--- src/rtl/monitor_sumador4.sv ---
// monitor_sumador4: cycle-accurate reference model and result checker for the
// 4-bit adder (hold / add / subtract / clear). It mirrors the adder's Q into
// EXP and flags every cycle in which the adder's Q disagrees with the model.
// The checker state (IDLE / TRACK / FAULT) is held in one register and is
// decoded directly onto VALID and ERR_STICKY.
module monitor_sumador4 #(
    parameter int CNT_W = 8
) (
    input  logic             CLK,
    input  logic             RST_N,
    input  logic             ENB,
    input  logic             RCI,
    input  logic [1:0]       MODO,
    input  logic [3:0]       A,
    input  logic [3:0]       B,
    input  logic [3:0]       Q_DUT,
    input  logic             CLR_STATS,
    output logic [3:0]       EXP,
    output logic             VALID,
    output logic             ERR,
    output logic             ERR_STICKY,
    output logic [CNT_W-1:0] ERR_CNT,
    output logic [CNT_W-1:0] CHK_CNT
);

    typedef enum logic [1:0] {
        ST_IDLE  = 2'b00,
        ST_TRACK = 2'b01,
        ST_FAULT = 2'b10
    } state_t;

    localparam logic [CNT_W-1:0] CNT_MAX = {CNT_W{1'b1}};
    localparam logic [CNT_W-1:0] CNT_ONE = {{(CNT_W-1){1'b0}}, 1'b1};

    // Next value of the adder's Q for one enabled edge; all arithmetic wraps mod 16.
    function automatic logic [3:0] model_next(
        input logic [1:0] modo,
        input logic       rci,
        input logic [3:0] a,
        input logic [3:0] b,
        input logic [3:0] cur
    );
        logic [3:0] res;
        case (modo)
            2'b00:   res = cur;
            2'b01:   res = a + b + {3'b000, rci};
            2'b10:   res = a - b;
            2'b11:   res = 4'h0;
            default: res = cur;
        endcase
        return res;
    endfunction

    state_t           state_r;
    state_t           state_nxt_s;
    logic [3:0]       exp_r;
    logic             err_r;
    logic [CNT_W-1:0] err_cnt_r;
    logic [CNT_W-1:0] chk_cnt_r;
    logic             valid_s;
    logic             sticky_s;
    logic             mism_s;
    logic             start_s;

    // Checker state register.
    always_ff @(posedge CLK or negedge RST_N) begin
        if (!RST_N) begin
            state_r <= ST_IDLE;
        end else begin
            state_r <= state_nxt_s;
        end
    end

    // Next-state logic: leave IDLE on the first real operation, clear wins over a new mismatch.
    always_comb begin
        state_nxt_s = state_r;
        case (state_r)
            ST_IDLE: begin
                if (start_s) begin
                    state_nxt_s = ST_TRACK;
                end else begin
                    state_nxt_s = ST_IDLE;
                end
            end
            ST_TRACK: begin
                if (mism_s && !CLR_STATS) begin
                    state_nxt_s = ST_FAULT;
                end else begin
                    state_nxt_s = ST_TRACK;
                end
            end
            ST_FAULT: begin
                if (CLR_STATS) begin
                    state_nxt_s = ST_TRACK;
                end else begin
                    state_nxt_s = ST_FAULT;
                end
            end
            default: state_nxt_s = ST_IDLE;
        endcase
    end

    // State decode onto the status outputs (taken straight from the state register).
    always_comb begin
        valid_s  = 1'b0;
        sticky_s = 1'b0;
        case (state_r)
            ST_IDLE: begin
                valid_s  = 1'b0;
                sticky_s = 1'b0;
            end
            ST_TRACK: begin
                valid_s  = 1'b1;
                sticky_s = 1'b0;
            end
            ST_FAULT: begin
                valid_s  = 1'b1;
                sticky_s = 1'b1;
            end
            default: begin
                valid_s  = 1'b0;
                sticky_s = 1'b0;
            end
        endcase
    end

    // Compare Q against the pre-edge model value whenever the model is trusted.
    always_comb begin
        start_s = 1'b0;
        mism_s  = 1'b0;
        if (ENB && (MODO != 2'b00)) begin
            start_s = 1'b1;
        end else begin
            start_s = 1'b0;
        end
        if (valid_s && (Q_DUT != exp_r)) begin
            mism_s = 1'b1;
        end else begin
            mism_s = 1'b0;
        end
    end

    // Reference model of the adder's Q; holds when the adder is disabled.
    always_ff @(posedge CLK or negedge RST_N) begin
        if (!RST_N) begin
            exp_r <= 4'h0;
        end else if (ENB) begin
            exp_r <= model_next(MODO, RCI, A, B, exp_r);
        end else begin
            exp_r <= exp_r;
        end
    end

    // One-cycle mismatch pulse; reflects the compare even on a clearing edge.
    always_ff @(posedge CLK or negedge RST_N) begin
        if (!RST_N) begin
            err_r <= 1'b0;
        end else begin
            err_r <= mism_s;
        end
    end

    // Saturating compare and mismatch counters, cleared by CLR_STATS.
    always_ff @(posedge CLK or negedge RST_N) begin
        if (!RST_N) begin
            chk_cnt_r <= '0;
            err_cnt_r <= '0;
        end else if (CLR_STATS) begin
            chk_cnt_r <= '0;
            err_cnt_r <= '0;
        end else begin
            if (valid_s && (chk_cnt_r != CNT_MAX)) begin
                chk_cnt_r <= chk_cnt_r + CNT_ONE;
            end else begin
                chk_cnt_r <= chk_cnt_r;
            end
            if (mism_s && (err_cnt_r != CNT_MAX)) begin
                err_cnt_r <= err_cnt_r + CNT_ONE;
            end else begin
                err_cnt_r <= err_cnt_r;
            end
        end
    end

    assign EXP        = exp_r;
    assign VALID      = valid_s;
    assign ERR        = err_r;
    assign ERR_STICKY = sticky_s;
    assign ERR_CNT    = err_cnt_r;
    assign CHK_CNT    = chk_cnt_r;

endmodule

--- config.mk ---
export PLATFORM = sky130hd
export DESIGN_NAME = monitor_sumador4
export DESIGN_NICKNAME = d
export VERILOG_FILES = /design/src/rtl/monitor_sumador4.sv
export SDC_FILE = /design/constraint.sdc
export NUM_CORES = 1
export LEC_CHECK = 0
export ABC_AREA = 1
export CORE_MARGIN = 3
export CORE_UTILIZATION = 52
export DETAILED_ROUTE_END_ITERATION = 8
export PLACE_DENSITY = 0.84
export SYNTH_ARGS = -nofsm -noshare
export SYNTH_HDL_FRONTEND = slang
export SYNTH_SLANG_ARGS = --single-unit
export TNS_END_PERCENT = 5
--- constraint.sdc ---
create_clock -name CLK -period 3.1 [get_ports CLK]
set_input_delay 0.62 -clock CLK [delete_from_list [all_inputs] [get_ports CLK]]
set_output_delay 0.62 -clock CLK [all_outputs]
set_load 0.02 [all_outputs]
==> results of run 1 <==
-- critical path: stages (launching register included) --
cell	delay, ns
dfrtp_1	0.39
inv_1	0.07
ha_1	0.45
clkdlybuf4s50_1	0.67
-- power by group through the flow --
stage	Clock, W	Sequential (W)	Combinational [W]
2_1_floorplan	0	0.000447	0.000339
6_report	0.000139	0.000398	0.000595
3_3_place_gp	0	0.000405	0.000588
5_1_grt	0.000161	0.000408	0.000666
4_1_cts	0.000148	0.000399	0.000600
3_5_place_dp	0	0.000405	0.000595
-- layout by cell type, fill, tap and decap left out --
| cell type | netlist | routed |
|---|---|---|
| dfrtp_1 | 23 | 23 |
| a31oi_1 | 1 | 1 |
| buf_4 | 0 | 1 |
| o22ai_1 | 1 | 1 |
| nand2_1 | 56 | 56 |
| nor2_2 | 2 | 2 |
| nand4_1 | 7 | 7 |
| nand3b_1 | 1 | 1 |
| ha_1 | 11 | 11 |
| nor2_4 | 1 | 1 |
| xor2_1 | 8 | 8 |
| clkbuf_4 | 0 | 3 |
| a21oi_1 | 9 | 9 |
| nand2_4 | 1 | 1 |
| nand3_1 | 22 | 22 |
| xnor2_1 | 1 | 1 |
| nor2_1 | 23 | 23 |
| o21bai_1 | 1 | 1 |
| fa_1 | 3 | 3 |
| o31ai_1 | 1 | 1 |
| clkdlybuf4s50_1 | 0 | 41 |
| inv_1 | 31 | 31 |
| o21ai_0 | 8 | 8 |
| nand3_4 | 1 | 1 |
| or2_2 | 1 | 1 |
| nand2_2 | 2 | 2 |
| inv_2 | 1 | 1 |
| nand4_4 | 1 | 1 |
| clkinv_2 | 0 | 1 |
-- layout make-up --
cell class / instances / area, um^2 / share of cell area [%]
Tap cell: 42 / 52.6 / 2.46
Sequential cell: 23 / 576 / 27.0
Clock inverter: 1 / 5.00 / 0.235
Multi-Input combinational cell: 162 / 940 / 44.0
Clock buffer: 3 / 22.5 / 1.06
Inverter: 32 / 120 / 5.63
Timing Repair Buffer: 42 / 418 / 19.6
-- stage by stage --
| stage | std cells | setup WS [ns] | power (W) |
|---|---|---|---|
| 4_1_cts | 305 | 0.565 | 0.00115 |
| 3_5_place_dp | 301 | 0.659 | 0.00100 |
| 2_1_floorplan | 221 | 1.20 | 0.000786 |
| 3_3_place_gp | 301 | 0.694 | 0.000993 |
| 5_1_grt | 305 | 0.466 | 0.00123 |
| 6_report | 305 | 0.587 | 0.00113 |
-- state kept, by name, indices dropped and copies added, names as in the netlist --
name     flops
ERR          1
state_r      2
EXP          4
ERR_CNT      8
CHK_CNT      8
-- routing by layer --
metal	part of all wire (%)	up-vias
li1	-	788
met1	48	693
met2	48	38
met3	4.0	2
met4	0.44	0
met5	0	-
-- worst paths after layout --
| check | start | endpoint | slack (ns) | cells after the start |
|---|---|---|---|---|
| setup / recovery | state_r[0] | VALID | 0.59 | 3 |
| hold / removal | EXP[3] | EXP[3] | 0.56 | 2 |
| setup reg to reg | state_r[0] | state_r[1] | 1.50 | 6 |
| hold reg to reg | EXP[3] | EXP[3] | 0.56 | 2 |
| max in group asynchronous | RST_N | ERR_CNT[3] | 2.22 | 2 |
| min in group asynchronous | RST_N | CHK_CNT[1] | 0.65 | 2 |
-- cells in the mapped netlist, types with 2 or more instances --
cell     number  area, um^2
nand2_1      56         210
inv_1        31         116
dfrtp_1      23         576
nor2_1       23        86.3
nand3_1      22         110
ha_1         11         138
a21oi_1       9        45.0
o21ai_0       8        40.0
xor2_1        8        70.1
nand4_1       7        43.8
fa_1          3        60.1
nand2_2       2        12.5
nor2_2        2        12.5
-- cells by family (layout without fill, tap and decap cells) --
logic type | count (synthesis) | in the layout | share of synthesized area (%)
compound gates | 21 | 21 | 6.78
xor+xnor | 9 | 9 | 4.75
simple gates | 118 | 118 | 33.2
buf+inv | 36 | 78 | 8.74
fa+ha+maj | 14 | 14 | 11.9
flops | 23 | 23 | 34.7
==> summary.md, run 1 <==
| Metric | Value |
|---|---|
| Design Area, Final | `roughly 2100 um^2` |
| DR vias | `1521` |
| Setup crit start kind | `flip-flop` |
| Minimum clock period | `around 2.5 ns` |
| Hold-fix buffers, CTS | `0` |
| Cell Pwr Density | `between 500 and 600 nW/um^2` |
| Sw power | `between 0.0004 and 0.0005 W` |
| Clk_lat worst skew | `roughly 0.31 ns` |
| IO Port Bufs | `a little over 40` |
| CORE AREA | `between 2000 and 3000 um^2` |
| Int Power | `about 0.00064 W` |
| Switching share of power | `43.6%` |
| Unique masters post-synth | `29` |
| GRT Total Usage | `approximately a fifth` |
| YS warnings | `0` |
| Die Width | `approximately 63 um` |
| Grt met3 use | `3.96%` |
| Critical Path End Type | `output port` |
| # rows | `19` |
| Die area | `just under 4000 um^2` |
| Clock Power Share | `about 12%` |
| Worst slew pin tran | `a little under 0.7 ns` |
| Worst Skew | `between 0.006 and 0.007 ns` |
| Leakage power | `between 1 and 1.5 nW` |
| CTS tree | `done` |
| Mapped Nets | `254` |
| Combinational share of power | `between 50 and 60%` |
| DR pass1 iterations | `4` |
| Setup tns final | `0 ns` |
| Avg Vias per Cell | `4.99` |
| Root buf cell | `clkbuf_4` |
| RD Place Congestion | `~0.85` |
| Seq pwr share | `approximately a third` |
| H-tree depth | `1` |
| Yosys reg bits | `23` |
| Worst IR drop on VDD | `between 0.0004 and 0.0005 V` |
| Fmax | `398 MHz` |
| Syn Std Cell Area | `1660 um^2` |
| Worst Setup Path Type | `reg2out` |
| Dpl cell area | `around 2100 um^2` |
| Outcome | `completed` |
| Worst slew margin | `~54%` |
| Smallest hold slack | `0.562 ns` |
| Global Route met2 Usage | `32.1%` |
| Die Ht | `approximately 63 um` |
| Area growth, synth to finish | `28.5%` |
| Final setup violation count | `0` |
| Final ANT Viol Nets | `0` |
| Inserted Clock Buffers | `3` |
| Worst-path maximum fanout | `6` |
| Worst EP arrival | `1.89 ns` |
| Overflow after GRT | `0` |
| Worst hold path type | `reg2reg` |
| IO Pins | `42` |
| GRT Max-Usage Layer | `met2` |
| Fin util | `roughly three quarters` |
| DPL Wire Length | `between 2000 and 3000 um` |
| Nets | `about 300` |
| Post-synthesis cell count | `between 200 and 250` |
| DR iter-0 viols | `94` |
| Vias in the first global route | `~1400` |
| CP required | `about 2.5 ns` |
| Starting Density | `between 50% and 60%` |
| Post_cts resized | `0` |
| Share of cells above drive strength 1 | `about 5.7%` |
| Fin. Hold Viols | `0` |
| EDFF count, synth | `0` |
| First-pass GRT wire length | `roughly 6200 um` |
| Setup repair bufs after CTS | `0` |
| Max cap viols | `0` |
| Syn Area/Cell | `7.51 um^2` |
| Pin count of the biggest net entering global routing | `24` |
| Top_reg_cell synth | `dfrtp_1` |
| Antenna diodes | `0` |
| Share of synthesized flip-flops with an asynchronous set or reset | `between 90% and 100%` |
| Tcrit/Tclk final | `between 80% and 90%` |
| Sequential element share of the synthesized area | `about a third` |
| Fin. max-slew vios | `0` |
| Clock Pin Slew Worst Setup and Hold Paths | `between 0.1 and 0.15 ns` |
| TritonCTS Sinks | `23` |
| Layout filler cell count | `approximately 230` |
| Antenna violations before repair | `0` |
| Number of remaining DRC errors | `0` |
| Drt total wl | `3420 um` |
| Met1 Use GR | `between 20% and 30%` |
| Clk buf depth | `2` |
| WL/cell | `between 10 and 15 um` |
| RSZ-0062 raised after global routing | `no` |
(Power assumes the default switching activity.)
==> run 2, diff against run 1 <==
Settings changed: CORE_UTILIZATION 52 to 49, PLACE_DENSITY 0.84 to 0.8.
Clock period 3.1 ns to 2.4 ns, I/O delays scaled along.
==> summary.md, run 2 (synthesis results as in run 1) <==
| Metric | Value |
|---|---|
| Outcome | `completed` |
| Share of cells above drive strength 1 | `under 10%` |
| Worst Skew | `0.00401 ns` |
| Tcrit/Tclk final | `between 90% and 100%` |
| Final ANT Viol Nets | `0` |
| RSZ-0062 raised after global routing | `no` |
| Starting Density | `a little over half` |
| Max cap viols | `0` |
| Commonest non-fill, non-tap cell in the layout | `nand2_1` |
| CP top delay family | `buffers and inverters` |
| Smallest hold slack | `a little over 0.5 ns` |
| Pre-CTS setup slack | `approximately 0.12 ns` |
| Post_cts resized | `0` |
| CP bufs+invs | `2` |
| Hold-fix buffers, CTS | `0` |
| Dpl cell area | `2150 um^2` |
| Combinational share of power | `between 50% and 60%` |
| Leakage power | `about 1.1 nW` |
| Sw power | `around 0.00065 W` |
| Die Ht | `about 64 um` |
| Antenna diodes | `0` |
| Worst IR drop on VDD | `0.000627 V` |
| Design Area, Final | `about 2200 um^2` |
| CP Launch Point | `state_r[0]` |
| Layout filler cell count | `approximately 290` |
| Pin count of the biggest net entering global routing | `24` |
| # rows | `20` |
| DR pass1 iterations | `5` |
| Cell Pwr Density | `a little under 700 nW/um^2` |
| IO Pins | `42` |
| Fin util | `slightly below 70%` |
| Vias in the first global route | `between 1000 and 1500` |
| WL/cell | `around 11 um` |
| Die area | `just over 4000 um^2` |
| Slowest cell delay on critical path | `between 0.6 and 0.7 ns` |
| Root buf cell | `clkbuf_4` |
| Minimum clock period | `approximately 2.2 ns` |
| Worst Setup Path Type | `reg2out` |
| H-tree depth | `1` |
| Setup tns final | `0 ns` |
| TritonCTS Sinks | `23` |
| Final setup violation count | `0` |
| Number of remaining DRC errors | `0` |
| Clk buf depth | `2` |
| Switching share of power | `around 43%` |
| Worst hold path type | `in2async` |
| Int Power | `0.000848 W` |
| CP required | `1.92 ns` |
| DPL Wire Length | `2890 um` |
| Fin. Hold Viols | `0` |
| Critical Path End Type | `output port` |
| First-pass GRT wire length | `between 6000 and 7000 um` |
| DR iter-0 viols | `115` |
| Clk_lat worst skew | `around 0.31 ns` |
| Inserted Clock Buffers | `3` |
| Flop-to-flop setup slack | `around 0.80 ns` |
| R2r startpoint | `state_r[0]` |
| Worst-path maximum fanout | `3` |
| GRT Total Usage | `about a fifth` |
| Fin. max-slew vios | `0` |
| Fmax | `around 460 MHz` |
| CORE AREA | `3150 um^2` |
| Antenna violations before repair | `0` |
| Die Width | `around 64 um` |
| CP cell instances | `inv_1 -> ha_1 -> clkdlybuf4s50_1` |
| Clock Power Share | `around an eighth` |
| Clock Pin Slew Worst Setup and Hold Paths | `0.12 ns` |
| Overflow after GRT | `0` |
| CTS tree | `done` |
| Worst slew margin | `between 70% and 80%` |
| Worst slew pin tran | `0.392 ns` |
| Setup crit start kind | `flip-flop` |
| Avg Vias per Cell | `4.95` |
| Worst EP arrival | `roughly 1.7 ns` |
| Final Worst Setup Slack | `between 0.2 and 0.25 ns` |
| DR vias | `roughly 1500` |
| Most frequent cells in the layout | `nand2_1 (56), clkdlybuf4s50_1 (41), inv_1 (31), dfrtp_1 (23), nor2_1 (23)` |
| Area growth, synth to finish | `30.8%` |
| RD Place Congestion | `around 0.8` |
| IO Port Bufs | `between 40 and 50` |
| Seq pwr share | `about a third` |
| Drt total wl | `approximately 3600 um` |
| Nets | `302` |
| Setup repair bufs after CTS | `0` |
| CP max-delay cell | `clkdlybuf4s50_1` |
## run 2: changes by cell type in the layout (fill, tap and decap cells not counted)
cell	before	now
clkbuf_1	0	1
clkinv_2	1	0
buf_4	1	6
## run 2: final cells by class
type                       count  area, um^2  area share [%]
inverter                      32         120            5.53
clock buffer                   4        26.3            1.21
tap                           44        55.1            2.53
multi-input combinational    162         940            43.3
sequential                    23         576            26.5
timing repair buffer          47         455            21.0
## run 2: per-stage QoR
stage / cells / power [W]
floorplan: 221 / 0.00101
global placement: 308 / 0.00132
detailed placement: 308 / 0.00133
CTS: 312 / 0.00151
global route: 312 / 0.00164
finish: 312 / 0.00149
## run 2: per-layer routing
metal  up-vias  wire length [um]  global-route usage (%)
met5         -                 0                       0
met4         0                24                    3.96
met3         4               183                    4.04
met2        35              1750                    33.0
met1       707              1620                    23.9
li1        799                 -                       -
## run 2: worst register-to-register path, stage by stage, from the launching register on
cell	delay (ns)
dfrtp_1	0.39
inv_1	0.07
ha_1	0.32
buf_4	0.16
inv_1	0.04
a21oi_1	0.32
nand2_1	0.09
a21oi_1	0.14
## run 2: power by group through the flow
stage          Combinational (W)  Clock, W  Sequential [W]
2_1_floorplan           0.000438         0        0.000577
3_3_place_gp            0.000792         0        0.000525
3_5_place_dp            0.000807         0        0.000523
4_1_cts                 0.000809  0.000188        0.000515
5_1_grt                 0.000902  0.000205        0.000528
6_report                0.000802  0.000178        0.000514
## run 2: worst paths after layout
check / to / cells after the start
worst max-delay path: VALID / 3
worst min-delay path: CHK_CNT[0] / 2
worst max register to register: state_r[1] / 7
worst min register to register: EXP[3] / 2
max in group asynchronous: ERR_CNT[4] / 2
min in group CLK: EXP[3] / 2
==> run 3, diff against run 2 <==
Settings changed: CORE_MARGIN 3 to 2.
==> summary.md, run 3 (synthesis results as in run 1) <==
| Metric | Value |
|---|---|
| Outcome | `completed` |
| Worst EP arrival | `1.73 ns` |
| RD Place Congestion | `around 0.88` |
| Tot Pwr | `0.00150 W` |
| Area growth, synth to finish | `30.6%` |
| Worst-path maximum fanout | `3` |
| Root buf cell | `clkbuf_4` |
| Hold-fix buffers, CTS | `0` |
| FF-to-FF path depth | `7` |
| Vias in the first global route | `roughly 1400` |
| Overflow after GRT | `0` |
| CP max-delay cell | `clkdlybuf4s50_1` |
| Starting Density | `approximately 50%` |
| Clock Pin Slew Worst Setup and Hold Paths | `around 0.13 ns` |
| Flop-to-flop setup slack | `0.78 ns` |
| DR vias | `roughly 1500` |
| Worst IR drop on VDD | `roughly 0.00053 V` |
| H-tree depth | `1` |
| CP cell instances | `inv_1 -> ha_1 -> clkdlybuf4s50_1` |
| Critical Path End Type | `output port` |
| # rows | `21` |
| Worst hold path type | `in2async` |
| Clk_lat worst skew | `0.32 ns` |
| Pin count of the biggest net entering global routing | `24` |
| Commonest non-fill, non-tap cell in the layout | `nand2_1` |
| Antenna violations before repair | `0` |
| Die Ht | `between 60 and 70 um` |
| Drt total wl | `between 3000 and 4000 um` |
| RR Endpoint | `state_r[1]` |
| Die area | `between 3000 and 4000 um^2` |
| Avg Vias per Cell | `4.90` |
| IO Pins | `42` |
| Most frequent cells in the layout | `nand2_1 (56), clkdlybuf4s50_1 (41), inv_1 (31), dfrtp_1 (23), nor2_1 (23)` |
| Antenna diodes | `0` |
| DR iter-0 viols | `about 110` |
| Setup crit start kind | `flip-flop` |
| TritonCTS Sinks | `23` |
| Leakage power | `1.11 nW` |
| Number of remaining DRC errors | `0` |
| Fin. max-slew vios | `0` |
| Final ANT Viol Nets | `0` |
| IO Port Bufs | `41` |
| Design Area, Final | `2170 um^2` |
| Slowest cell delay on critical path | `around 0.62 ns` |
| Fin. Hold Viols | `0` |
| GRT Total Usage | `between 10% and 20%` |
| Final setup violation count | `0` |
| Inserted Clock Buffers | `3` |
| Worst slew margin | `between 70 and 80%` |
| Setup repair bufs after CTS | `0` |
| Worst Setup Path Type | `reg2out` |
| Max cap viols | `0` |
| R2r startpoint | `state_r[0]` |
| Worst Skew | `0.00712 ns` |
| Nets | `between 300 and 400` |
| CTS tree | `done` |
| Cell Pwr Density | `691 nW/um^2` |
| RSZ-0062 raised after global routing | `no` |
| CORE AREA | `roughly 3300 um^2` |
| WL/cell | `10.9 um` |
| Tcrit/Tclk final | `92.3%` |
| DPL Wire Length | `2660 um` |
| First-pass GRT wire length | `between 6000 and 7000 um` |
| CP required | `between 1.5 and 2 ns` |
| Register Area | `approximately 580 um^2` |
| Layout filler cell count | `around 300` |
| Post_cts resized | `0` |
| Worst slew pin tran | `around 0.42 ns` |
| DR pass1 iterations | `4` |
| Share of cells above drive strength 1 | `7.12%` |
| Fmax | `approximately 450 MHz` |
| Footprint of the multi-input gates | `approximately 940 um^2` |
| Dpl cell area | `approximately 2100 um^2` |
| Setup tns final | `0 ns` |
| Minimum clock period | `~2.2 ns` |
| Die Width | `approximately 62 um` |
| Clk buf depth | `2` |
## run 3: power by group
group	total, W	leakage [nW]	internal [W]	switching, W
Clock	0.000180	0.0177	0.0000625	0.000118
Combinational	0.000801	0.786	0.000329	0.000472
Sequential	0.000517	0.306	0.000455	0.0000624
## run 3: worst max path at each step
stage / startpoint / to / slack (ns) / cells after the start
finish: state_r[0] / VALID / 0.19 / 3
global placement: A[0] / EXP[1] / 0.14 / 7
detailed placement: B[0] / EXP[1] / 0.06 / 7
floorplan: A[0] / EXP[1] / 0.64 / 6
CTS: state_r[0] / VALID / 0.18 / 3
global route: state_r[0] / VALID / 0.11 / 3
## run 3: layout make-up
cell class | instances | area share [%]
multi-input cells | 162 | 43.3
repair buffers | 46 | 20.7
clock inverters | 1 | 0.231
well taps | 46 | 2.65
flip-flops and latches | 23 | 26.5
clock buffers | 3 | 1.04
inverters | 32 | 5.54
## run 3: worst max-delay path, delay by kind of cell, from the launching register on
family / cells / cell delay [ns]
buffers and inverters: 2 / 0.69
flip-flops: 1 / 0.40
adder cells (fa/ha/maj): 1 / 0.33
## run 3: layer usage
| metal | track usage (%) | part of all wire [%] | up-vias |
|---|---|---|---|
| met2 | 31.8 | 45 | 30 |
| met3 | 3.08 | 3.5 | 7 |
| met4 | 8.06 | 2.2 | 0 |
| met5 | 0 | 0 | - |
| li1 | - | - | 794 |
| met1 | 26.7 | 49 | 703 |
## run 3: stage by stage
stage	setup WS [ns]	utilization, %	hold slack (ns)	instances
floorplan	0.644	-	0.184	221
global placement	0.136	65.2	0.534	309
detailed placement	0.0640	65.2	0.537	309
CTS	0.179	66.0	0.514	313
global route	0.111	66.0	0.518	313
finish	0.185	66.0	0.506	313
